**src/rtl/axis_spi_arbiter.sv**
```systemverilog
// axis_spi_arbiter: round-robin sharing of one axis_spi_master
// between NUM_REQ packet requesters, with in-order RX return.
module axis_spi_arbiter #(
    parameter int NUM_REQ         = 4,
    parameter int DATA_WIDTH      = 8,
    parameter int SLAVE_NUM       = 1,
    parameter int MAX_OUTSTANDING = 4,
    localparam int ADDR_W = (SLAVE_NUM > 1) ? $clog2(SLAVE_NUM) : 1
) (
    input  logic                          clk_i,
    input  logic                          arstn_i,
    input  logic [NUM_REQ*DATA_WIDTH-1:0] req_tdata_i,
    input  logic [NUM_REQ-1:0]            req_tvalid_i,
    input  logic [NUM_REQ-1:0]            req_tlast_i,
    output logic [NUM_REQ-1:0]            req_tready_o,
    input  logic [NUM_REQ*ADDR_W-1:0]     req_addr_i,
    output logic [NUM_REQ*DATA_WIDTH-1:0] rsp_tdata_o,
    output logic [NUM_REQ-1:0]            rsp_tvalid_o,
    output logic                          rsp_tlast_o,
    input  logic [NUM_REQ-1:0]            rsp_tready_i,
    output logic [DATA_WIDTH-1:0]         spi_tdata_o,
    output logic                          spi_tvalid_o,
    input  logic                          spi_tready_i,
    input  logic [DATA_WIDTH-1:0]         spi_rx_tdata_i,
    input  logic                          spi_rx_tvalid_i,
    output logic                          spi_rx_tready_o,
    output logic [ADDR_W-1:0]             spi_addr_o,
    output logic [NUM_REQ-1:0]            grant_o,
    output logic                          busy_o,
    output logic                          drop_o
);

    localparam int IDX_W = $clog2(NUM_REQ);
    localparam int CNT_W = $clog2(MAX_OUTSTANDING + 1);
    localparam logic [CNT_W-1:0] CNT_MAX = CNT_W'(MAX_OUTSTANDING);
    localparam logic [CNT_W-1:0] CNT_ONE = CNT_W'(1);

    typedef enum logic [1:0] {
        IDLE,
        ARB,
        XFER,
        DRAIN
    } state_t;

    state_t             state_q, state_d;
    logic [NUM_REQ-1:0] grant_q, grant_d;
    logic [IDX_W-1:0]   gidx_q, gidx_d;
    logic [IDX_W-1:0]   last_q, last_d;
    logic [ADDR_W-1:0]  addr_q, addr_d;
    logic [CNT_W-1:0]   outst_q, outst_d;

    logic             found;
    logic [IDX_W-1:0] pick;
    logic [IDX_W-1:0] cand;

    logic g_valid;
    logic g_last;
    logic g_rready;
    logic room;
    logic rx_path;
    logic tx_hs;
    logic rx_hs;

    // first valid requester after the last one served, wrapping
    always_comb begin
        found = 1'b0;
        pick  = '0;
        cand  = '0;
        for (int i = 1; i <= NUM_REQ; i++) begin
            cand = IDX_W'((int'(last_q) + i) % NUM_REQ);
            if (!found && req_tvalid_i[cand]) begin
                found = 1'b1;
                pick  = cand;
            end
        end
    end

    assign g_valid  = req_tvalid_i[gidx_q];
    assign g_last   = req_tlast_i[gidx_q];
    assign g_rready = rsp_tready_i[gidx_q];
    assign room     = outst_q < CNT_MAX;
    assign rx_path  = (state_q == XFER) || (state_q == DRAIN);

    assign tx_hs = (state_q == XFER) && g_valid
                   && room && spi_tready_i;
    assign rx_hs = rx_path && spi_rx_tvalid_i && g_rready;

    always_comb begin
        spi_tvalid_o    = 1'b0;
        req_tready_o    = '0;
        rsp_tvalid_o    = '0;
        spi_rx_tready_o = 1'b0;
        if (state_q == XFER) begin
            spi_tvalid_o         = g_valid && room;
            req_tready_o[gidx_q] = spi_tready_i && room;
        end
        if (rx_path) begin
            rsp_tvalid_o[gidx_q] = spi_rx_tvalid_i;
            spi_rx_tready_o      = g_rready;
        end else if (state_q == IDLE) begin
            spi_rx_tready_o = 1'b1;
        end
    end

    assign spi_tdata_o = req_tdata_i[gidx_q*DATA_WIDTH +: DATA_WIDTH];
    assign rsp_tdata_o = {NUM_REQ{spi_rx_tdata_i}};
    assign rsp_tlast_o = (state_q == DRAIN) && (outst_q == CNT_ONE);
    assign drop_o      = (state_q == IDLE) && spi_rx_tvalid_i;
    assign busy_o      = state_q != IDLE;
    assign grant_o     = grant_q;
    assign spi_addr_o  = addr_q;

    // an RX with nothing outstanding is passed on but never underflows
    always_comb begin
        outst_d = outst_q;
        if (tx_hs && !rx_hs) begin
            outst_d = outst_q + CNT_ONE;
        end else if (rx_hs && !tx_hs && outst_q != '0) begin
            outst_d = outst_q - CNT_ONE;
        end
    end

    always_comb begin
        state_d = state_q;
        grant_d = grant_q;
        gidx_d  = gidx_q;
        last_d  = last_q;
        addr_d  = addr_q;
        unique case (state_q)
            IDLE: begin
                if (|req_tvalid_i) begin
                    state_d = ARB;
                end
            end
            ARB: begin
                if (found) begin
                    state_d       = XFER;
                    gidx_d        = pick;
                    grant_d       = '0;
                    grant_d[pick] = 1'b1;
                    addr_d = req_addr_i[pick*ADDR_W +: ADDR_W];
                end else begin
                    state_d = IDLE;
                end
            end
            XFER: begin
                if (tx_hs && g_last) begin
                    state_d = DRAIN;
                end
            end
            DRAIN: begin
                if (outst_q == '0 || (rx_hs && outst_q == CNT_ONE)) begin
                    state_d = IDLE;
                    last_d  = gidx_q;
                    grant_d = '0;
                end
            end
            default: begin
                state_d = IDLE;
            end
        endcase
    end

    always_ff @(posedge clk_i) begin
        if (!arstn_i) begin
            state_q <= IDLE;
            grant_q <= '0;
            gidx_q  <= '0;
            last_q  <= IDX_W'(NUM_REQ - 1);
            addr_q  <= '0;
            outst_q <= '0;
        end else begin
            state_q <= state_d;
            grant_q <= grant_d;
            gidx_q  <= gidx_d;
            last_q  <= last_d;
            addr_q  <= addr_d;
            outst_q <= outst_d;
        end
    end

endmodule

```
**config.mk**
```make
export PLATFORM = sky130hd
export DESIGN_NAME = axis_spi_arbiter
export DESIGN_NICKNAME = d
export VERILOG_FILES = /design/src/rtl/axis_spi_arbiter.sv
export SDC_FILE = /design/constraint.sdc
export NUM_CORES = 1
export LEC_CHECK = 0
export ABC_AREA = 1
export CAP_MARGIN = 20
export CORE_MARGIN = 2
export CORE_UTILIZATION = 38
export CTS_BUF_LIST = sky130_fd_sc_hd__clkbuf_4
export DETAILED_ROUTE_END_ITERATION = 10
export PLACE_DENSITY_LB_ADDON = 0.1
export SLEW_MARGIN = 5
export SYNTH_ARGS = -nofsm -noshare
export SYNTH_HDL_FRONTEND = slang
export SYNTH_SLANG_ARGS = --single-unit
```
**constraint.sdc**
```tcl
create_clock -name clk_i -period 2.5 [get_ports clk_i]
set_input_delay 0.5 -clock clk_i [delete_from_list [all_inputs] [get_ports clk_i]]
set_output_delay 0.5 -clock clk_i [all_outputs]
set_load 0.05 [all_outputs]
```
After elaboration in Yosys (flattened, before gate mapping):

Cells that the tools add are included.
W data, S select, Z words.

* flip-flop bits (word level): 14
* latch bits: 0
* bits in writable memories: 0
* bits in read-only memories: 0
* input port bits: 60
* output and inout port bits: 58
* logic and storage cells: 111
* memories kept: 0

* add/sub/neg operators: 6
* $mul: 0
* divide/modulo/power cells: 0
* magnitude comparators: 9
* equality and inequality tests: 8
* shift-type cells: 2
* muxes and demuxes: 41
* bitwise operators: 2
* reductions and logical operators: 37

Operators with widths (count)
* $shiftx A32 B6 Y8: 1
* $logic_and A1 B1 Y1: 19
* $lt A2 B3 Y1 const B: 6
* $mux W1: 16
* $mux W2: 8
* $mux W4: 4
* $bmux W1 S2: 7
* $and A4 B4 Y4: 2
* $pmux W2 S4: 1
* $pmux W4 S2: 1
* $mux W3: 2
* $ne A2 B1 Y1 const B: 3
* $reduce_and A3 Y1: 2
* $reduce_bool A2 Y1: 3
* $logic_not A1 Y1: 5
* $add A2 B1 Y2 const B: 2
* $add A2 B2 Y2 const B: 2
* $demux W1 S2: 2
* $eq A2 B2 Y1 const B: 2
* $ge A2 B1 Y1 const B: 2
* $reduce_and A2 Y1: 2
* $reduce_or A4 Y1: 1
* $shiftx A4 B3 Y1: 1
* $add A3 B1 Y3 const B: 1
* other kinds (9): 10

Logic depth before layout (Yosys ltp):

Gate-level depths: netlist of the first run.

* word-level depth: 19
* gate-level depth with buffers: 16
* depth with buffers taken out: 15

Worst setup path before layout of the first run:

No wires, ideal clock.

* path kind: input-to-output
* start point: input rsp_tready_i[1]
* end point: output spi_rx_tready_o
* arrival: 1.944 ns
* data required time: 2.000 ns
* path slack: 0.056 ns
* stages on the path: 6
* buffers on the path: 0
* cell sequence: nand2_1 a21oi_1 nor2_1 o21ai_1 inv_2 o21ai_0

* word-level cells in the longest chain between the ends: 3

RTL lines
* start: declaration: line 20 `input logic [NUM_REQ-1:0] rsp_tready_i,`
* $bmux W1 S2: line 80 `assign g_rready = rsp_tready_i[gidx_q];`
* $mux W1 (implied by the code): line 80
* $mux W1: line 97 `if (rx_path) begin`
* end: declaration: line 26 `output logic spi_rx_tready_o,`

Every way passes these cells. The select of a mux whose other input is x is not followed.

Worst setup path in the final report of the first run:

Same ends and word-level chain as after synthesis.

==> flow_summary.yaml, run 1 <==
detailed_routing:
  wl_per_cell_um: 12.3
  drtPass1Iterations: 4
  drt_drc_violations_left: 0
  via_count: 1719
  wl_um: 4450
  drt-vias-per-instance: 4.75
  drtIter0Drc: 57
  drt.antenna.violating_nets: 0
finish:
  fin_util_pct: 59.5
  nets: 377
  area_delta_synth_final_pct: 49.8
  nFillCells: 417
  drive_gt1_share_pct: 15.7
  diodes: 0
hold_path:
  holdPathStages: 2
  hold_path.class: "flop to flop"
  hp-start: "grant_o[2]"
  holdPathEnd: "grant_o[2]"
die:
  initial_core_util_pct: 39.7
  die_y_um: 68.9
  row_count: 23
  design.die.area_um2: 4750
  coreArea_um2: 4030
  die_x_um: 68.9
  io-pin-count: 118
worst_setup_path:
  cp.required_ps: 2000
  worst_r2r_endpoint: "spi_addr_o"
  cpMaxStageDelayCell: "clkdlybuf4s50_1"
  regToRegStartpoint: "last_q[0]"
  cp_top_family: "buffers and inverters"
  path_cells: "clkdlybuf4s50_1 -> nand2_1 -> a21oi_1 -> nor2_1 -> o21ai_1 -> inv_2 -> o21ai_0 -> buf_12"
  rrSetupSlack_ps: 680
  max_stage_delay_ps: 450
  worstPathArrival_ps: 1880
  start_kind: "primary input"
  crit_buf_inv: 3
  critPathKind: "primary input to output pin"
  crit_fanout: 3
  reg2regPathDepth: 14
  critPathCaptureType: "output pin"
grt:
  top_usage_layer: "met2"
  use_met3_pct: 3.57
  grt_use_met2_pct: 30.4
  grt.overflow.total: 0
  antenna_found_initial: 0
  grt_pass1_wl_um: 6820
  grt_usage_pct: 18.7
  grt_max_degree: 12
  grt_use_met1_pct: 25.6
  grt_pass1_vias: 1573
sta:
  layout_min_cycle_time_ps: 2380
  finalMaxSlewViolations: 0
  tightest_slew_ps: 503
  rsz0062_at_grt: "no"
  finalHoldViolCount: 0
  hold_slack_ps: 465
  fmax_mhz: 421
  period_share_pct: 95.0
  finalClockSkew_ps: 7.11
  setup_violations: 0
  max_slew_margin_pct: 66.4
  fin_setup_tns_ps: 0
clock_tree:
  clock_sink_count: 14
  clkSlewWorstSetupHoldPaths_ps: 70
  cts_tree: "built"
  insertion_delay_ps: 280
  clk_path_buf_depth: 2
  cts_root_buf: "clkbuf_4"
  cts_inserted_buffers: 3
  h-tree-depth: 1
run_status:
  status: "complete, no violations"
yosys:
  avgSynthCellArea_um2: 6.06
  synth.distinct_cells: 28
  syn_area_um2: 1600
  yosys.area.top_type: "dfxtp_1"
  synthCells: 264
  synth.area.top_cells: "dfxtp_1 18%, nand2_1 17%, buf_4 15%"
  ys_warn_count: 0
  synth_top_area_share_pct: 17.5
  ys_ff_latch: 14
  ys_seq_area_share_pct: 17.5
  syn_nets: 328
power_and_ir_drop:
  p_int_uw: 786
  vdd_ir_drop_max_uv: 416
  power.share.clock_pct: 8.2
  p_switching_uw: 766
  leakage_nw: 1.10
  power_density_nw_per_um2: 648
  sequentialPowerShare_pct: 19.1
  p_sw_share_pct: 49.4
  combPwrFrac_pct: 72.7
placement:
  finalWeightedCongestion: 0.763
  dp_hpwl_um: 3760
  io_buffers: 77
flow_run:
  cap_violations: 0
==> power groups by stage <==
stage / Clock (mW) / Sequential, mW / Combinational (mW)
2_1_floorplan: 0 / 0.324 / 0.762
3_3_place_gp: 0 / 0.301 / 1.12
3_5_place_dp: 0 / 0.302 / 1.13
4_1_cts: 0.132 / 0.298 / 1.13
5_1_grt: 0.143 / 0.303 / 1.21
6_report: 0.127 / 0.297 / 1.13
==> cell usage in the layout, fill, tap and decap left out, drive strengths merged <==
master / instances
a31oi: 1
ha: 4
o211ai: 3
clkinvlp: 1
buf: 21
a22oi: 15
clkbuf: 3
nand2: 83
clkdlybuf4s50: 57
o32ai: 1
nor2: 30
xor2: 1
nand3: 16
inv: 29
nor3: 2
clkinv: 4
a21oi: 14
o21ai: 9
nand4: 2
dfxtp: 14
xnor2: 1
dlymetal6s2s: 1
==> state kept, by name (all words and copies together) (netlist names), named ones only <==
register	flops
last_q	2
outst_q	3
spi_addr_o	1
state_q	1
gidx_q	2
grant_o	4
==> stage by stage <==
stage / std cells / instance area [um^2] / worst slack, ps / total power [mW]
3_3_place_gp: 358 / 2360 / 127 / 1.42
6_report: 362 / 2400 / 124 / 1.55
3_5_place_dp: 358 / 2360 / 146 / 1.43
4_1_cts: 362 / 2390 / 74.4 / 1.56
5_1_grt: 362 / 2400 / 6.24 / 1.66
2_1_floorplan: 264 / 1600 / 56.3 / 1.09
==> what timing repair did <==
item,4_1_cts,5_1_grt
hold buffers,0,0
setup buffers,0,0
endpoints found under the setup margin,0,3
gates resized for setup,0,2
==> cell type report <==
class                      instances  area [um^2]  share of cell area, %
clock inverter                     1         3.75                  0.157
multi-input combinational        182          912                   38.0
clock buffer                       3         22.5                  0.939
sequential                        14          280                   11.7
inverter                          33          138                   5.74
tap                               50         62.6                   2.61
timing repair buffer              79          978                   40.8
==> Yosys cell counts <==
cell type	count
a21oi_1	14
a22oi_1	15
a31oi_1	1
buf_4	32
buf_6	3
clkinv_1	4
dfxtp_1	14
ha_1	4
inv_1	22
inv_2	5
inv_4	1
inv_8	1
nand2_1	71
nand2_2	12
nand3_1	16
nand4_1	2
nor2_1	28
nor2_2	1
nor2_4	1
nor3_1	1
nor3_2	1
o211ai_1	3
o21ai_0	2
o21ai_1	5
o21ai_2	2
o32ai_1	1
xnor2_1	1
xor2_1	1
==> how the worst max path moves through the flow <==
stage | end | startpoint | slack, ps | depth (start not counted)
after floorplan | spi_rx_tready_o | rsp_tready_i[1] | 60 | 6
after global placement | spi_rx_tready_o | rsp_tready_i[1] | 130 | 8
after detailed placement | spi_rx_tready_o | rsp_tready_i[1] | 150 | 8
after CTS | rsp_tlast_o | outst_q[1] | 70 | 5
after global routing | spi_rx_tready_o | rsp_tready_i[1] | 6 | 8
final | spi_rx_tready_o | rsp_tready_i[1] | 120 | 8
==> cells by family after synthesis <==
logic type / share of synthesized area, %
AND/OR/NAND/NOR: 35.7
buffers and inverters: 25.5
AO/OA/AOI/OAI: 17.0
flip-flops: 17.5
adder cells (fa/ha/maj): 3.13
XOR/XNOR: 1.09
==> worst min-delay path: cells and delay by family, from the launching register on <==
family	cells	cell delay [ps]
flip-flops	1	310
AND/OR/NAND/NOR	1	60
AO/OA/AOI/OAI	1	50
==> metal layers <==
metal | routed length (um) | up-vias
met5 | 0 | -
met4 | 31 | 0
met3 | 185 | 6
met2 | 2240 | 34
met1 | 1990 | 758
li1 | - | 921
Power figures use the tool's default switching activity.
==> run 2: changes to the inputs <==
--- a/config.mk
+++ b/config.mk
@@ -11,6 +11,7 @@
 export CORE_UTILIZATION = 38
 export CTS_BUF_LIST = sky130_fd_sc_hd__clkbuf_4
 export DETAILED_ROUTE_END_ITERATION = 10
+export GPL_TIMING_DRIVEN = 0
 export PLACE_DENSITY_LB_ADDON = 0.1
 export SLEW_MARGIN = 5
 export SYNTH_ARGS = -nofsm -noshare
==> flow_summary.yaml, run 2 (synthesized netlist as in run 1, its figures left out) <==
run_status:
  status: "complete, no violations"
detailed_routing:
  drtIter0Drc: 120
  drt-vias-per-instance: 4.63
  wl_um: 4990
  via_count: 1981
  drt_drc_violations_left: 0
  wl_per_cell_um: 11.7
  drt.antenna.violating_nets: 0
  drtPass1Iterations: 4
sta:
  fmax_mhz: 407
  finalMaxSlewViolations: 0
  setup_violations: 0
  timing.final.ws_setup_ps: 43.1
  layout_min_cycle_time_ps: 2460
  finalHoldViolCount: 0
  finalClockSkew_ps: 2.31
  fin_setup_tns_ps: 0
  period_share_pct: 98.3
  hold_slack_ps: 464
  tightest_slew_ps: 505
  max_slew_margin_pct: 66.2
die:
  row_count: 23
  die_x_um: 68.9
  design.die.area_um2: 4750
  die_y_um: 68.9
  io-pin-count: 118
  initial_core_util_pct: 39.7
  coreArea_um2: 4030
finish:
  diodes: 0
  final_cells: 428
  largest_register_ffs: 4
  area_delta_synth_final_pct: 72.1
  nets: 443
  postLayoutCellArea_um2: 2750
  final_common_cell: "clkdlybuf4s50_1"
  layout_common_cells: "90 x clkdlybuf4s50_1, 71 x nand2_1, 33 x buf_4"
  drive_gt1_share_pct: 19.8
  fin_util_pct: 68.4
worst_setup_path:
  worstPathArrival_ps: 1960
  cp-endpoint: "drop_o"
  crit_start: "spi_rx_tvalid_i"
  regToRegStartpoint: "gidx_q[0]"
  start_kind: "primary input"
  reg2regPathDepth: 9
  cp.required_ps: 2000
  crit_fanout: 2
  rrSetupSlack_ps: 790
  critPathKind: "primary input to output pin"
  critPathCaptureType: "output pin"
  worst_r2r_endpoint: "outst_q[1]"
flow_run:
  cap_violations: 0
clock_tree:
  cts_inserted_buffers: 3
  cts_hold_buffers: 0
  clock_sink_count: 14
  cts_tree: "built"
  cts_root_buf: "clkbuf_4"
  clkSlewWorstSetupHoldPaths_ps: 80
  clk_path_buf_depth: 2
  h-tree-depth: 1
  insertion_delay_ps: 290
power_and_ir_drop:
  leakage_nw: 1.34
  p_sw_share_pct: 54.9
  power.share.clock_pct: 8.8
  p_switching_uw: 847
  report.power.total_mw: 1.54
  sequentialPowerShare_pct: 18.7
  vdd_ir_drop_max_uv: 379
  p_int_uw: 697
  power_density_nw_per_um2: 561
  combPwrFrac_pct: 72.6
grt:
  grt_pass1_wl_um: 7270
  grt_usage_pct: 19.9
  antenna_found_initial: 0
  grt.overflow.total: 0
  grt_pass1_vias: 1685
  grt_max_degree: 11
placement:
  dp_slack_ps: -360
  dp_hpwl_um: 4140
  dpl_cell_area_um2: 2750
  dp_cells: 423
  finalWeightedCongestion: 0.847
  io_buffers: 109
hold_path:
  hold_path.class: "flop to flop"
==> run 2: cell types whose count changed in the layout (fill, tap and decap cells not counted), moves of 2 or more <==
cell,delta
clkbuf_2,+6
clkinv_1,-2
clkdlybuf4s50_1,+33
buf_12,-19
buf_4,+31
buf_6,+3
dlygate4sd2_1,+11
==> run 2: repair_timing <==
item / 4_1_cts / 5_1_grt
buffers inserted: 0 / 1
endpoints found under the setup margin: 18 / 11
resized for setup: 24 / 17
==> run 2: power groups by stage <==
stage,Sequential (mW),Combinational [mW],Clock [mW]
final,0.288,1.12,0.135
after global routing,0.294,1.21,0.148
after CTS,0.287,1.13,0.138
after detailed placement,0.291,1.16,0
after global placement,0.291,1.15,0
after floorplan,0.324,0.762,0
==> run 2: cell type report <==
| class | count | area [um^2] |
|---|---|---|
| fillers | 389 | 1270 |
| repair buffers | 110 | 1050 |
| multi-input cells | 182 | 915 |
| flip-flops and latches | 14 | 282 |
| plain buffers | 35 | 274 |
| inverters | 33 | 143 |
| well taps | 50 | 62.6 |
| clock buffers | 3 | 22.5 |
| clock inverters | 1 | 3.75 |
==> run 2: layer usage <==
metal  vias to the layer above  track usage (%)  part of all wire (%)  wire, um
met3                         6             2.76                   5.7       286
met4                         0             3.68                  0.82        41
li1                       1049                -                     -         -
met5                         -                0                     0         0
met1                       866             25.5                    41      2050
met2                        60             35.5                    52      2610
==> run 2: worst min path at each step <==
stage	from	to	slack (ps)	cells after the start
after floorplan	outst_q[0]	outst_q[0]	470	1
after global placement	grant_o[2]	grant_o[2]	450	2
after detailed placement	grant_o[0]	grant_o[0]	460	2
after CTS	grant_o[0]	grant_o[0]	470	2
after global routing	grant_o[0]	grant_o[0]	510	2
final	grant_o[0]	grant_o[0]	460	2
==> run 2: critical path, stage by stage <==
cell	delay, ps
clkdlybuf4s50_1	490
inv_1	50
nor2_1	100
clkdlybuf4s50_1	810
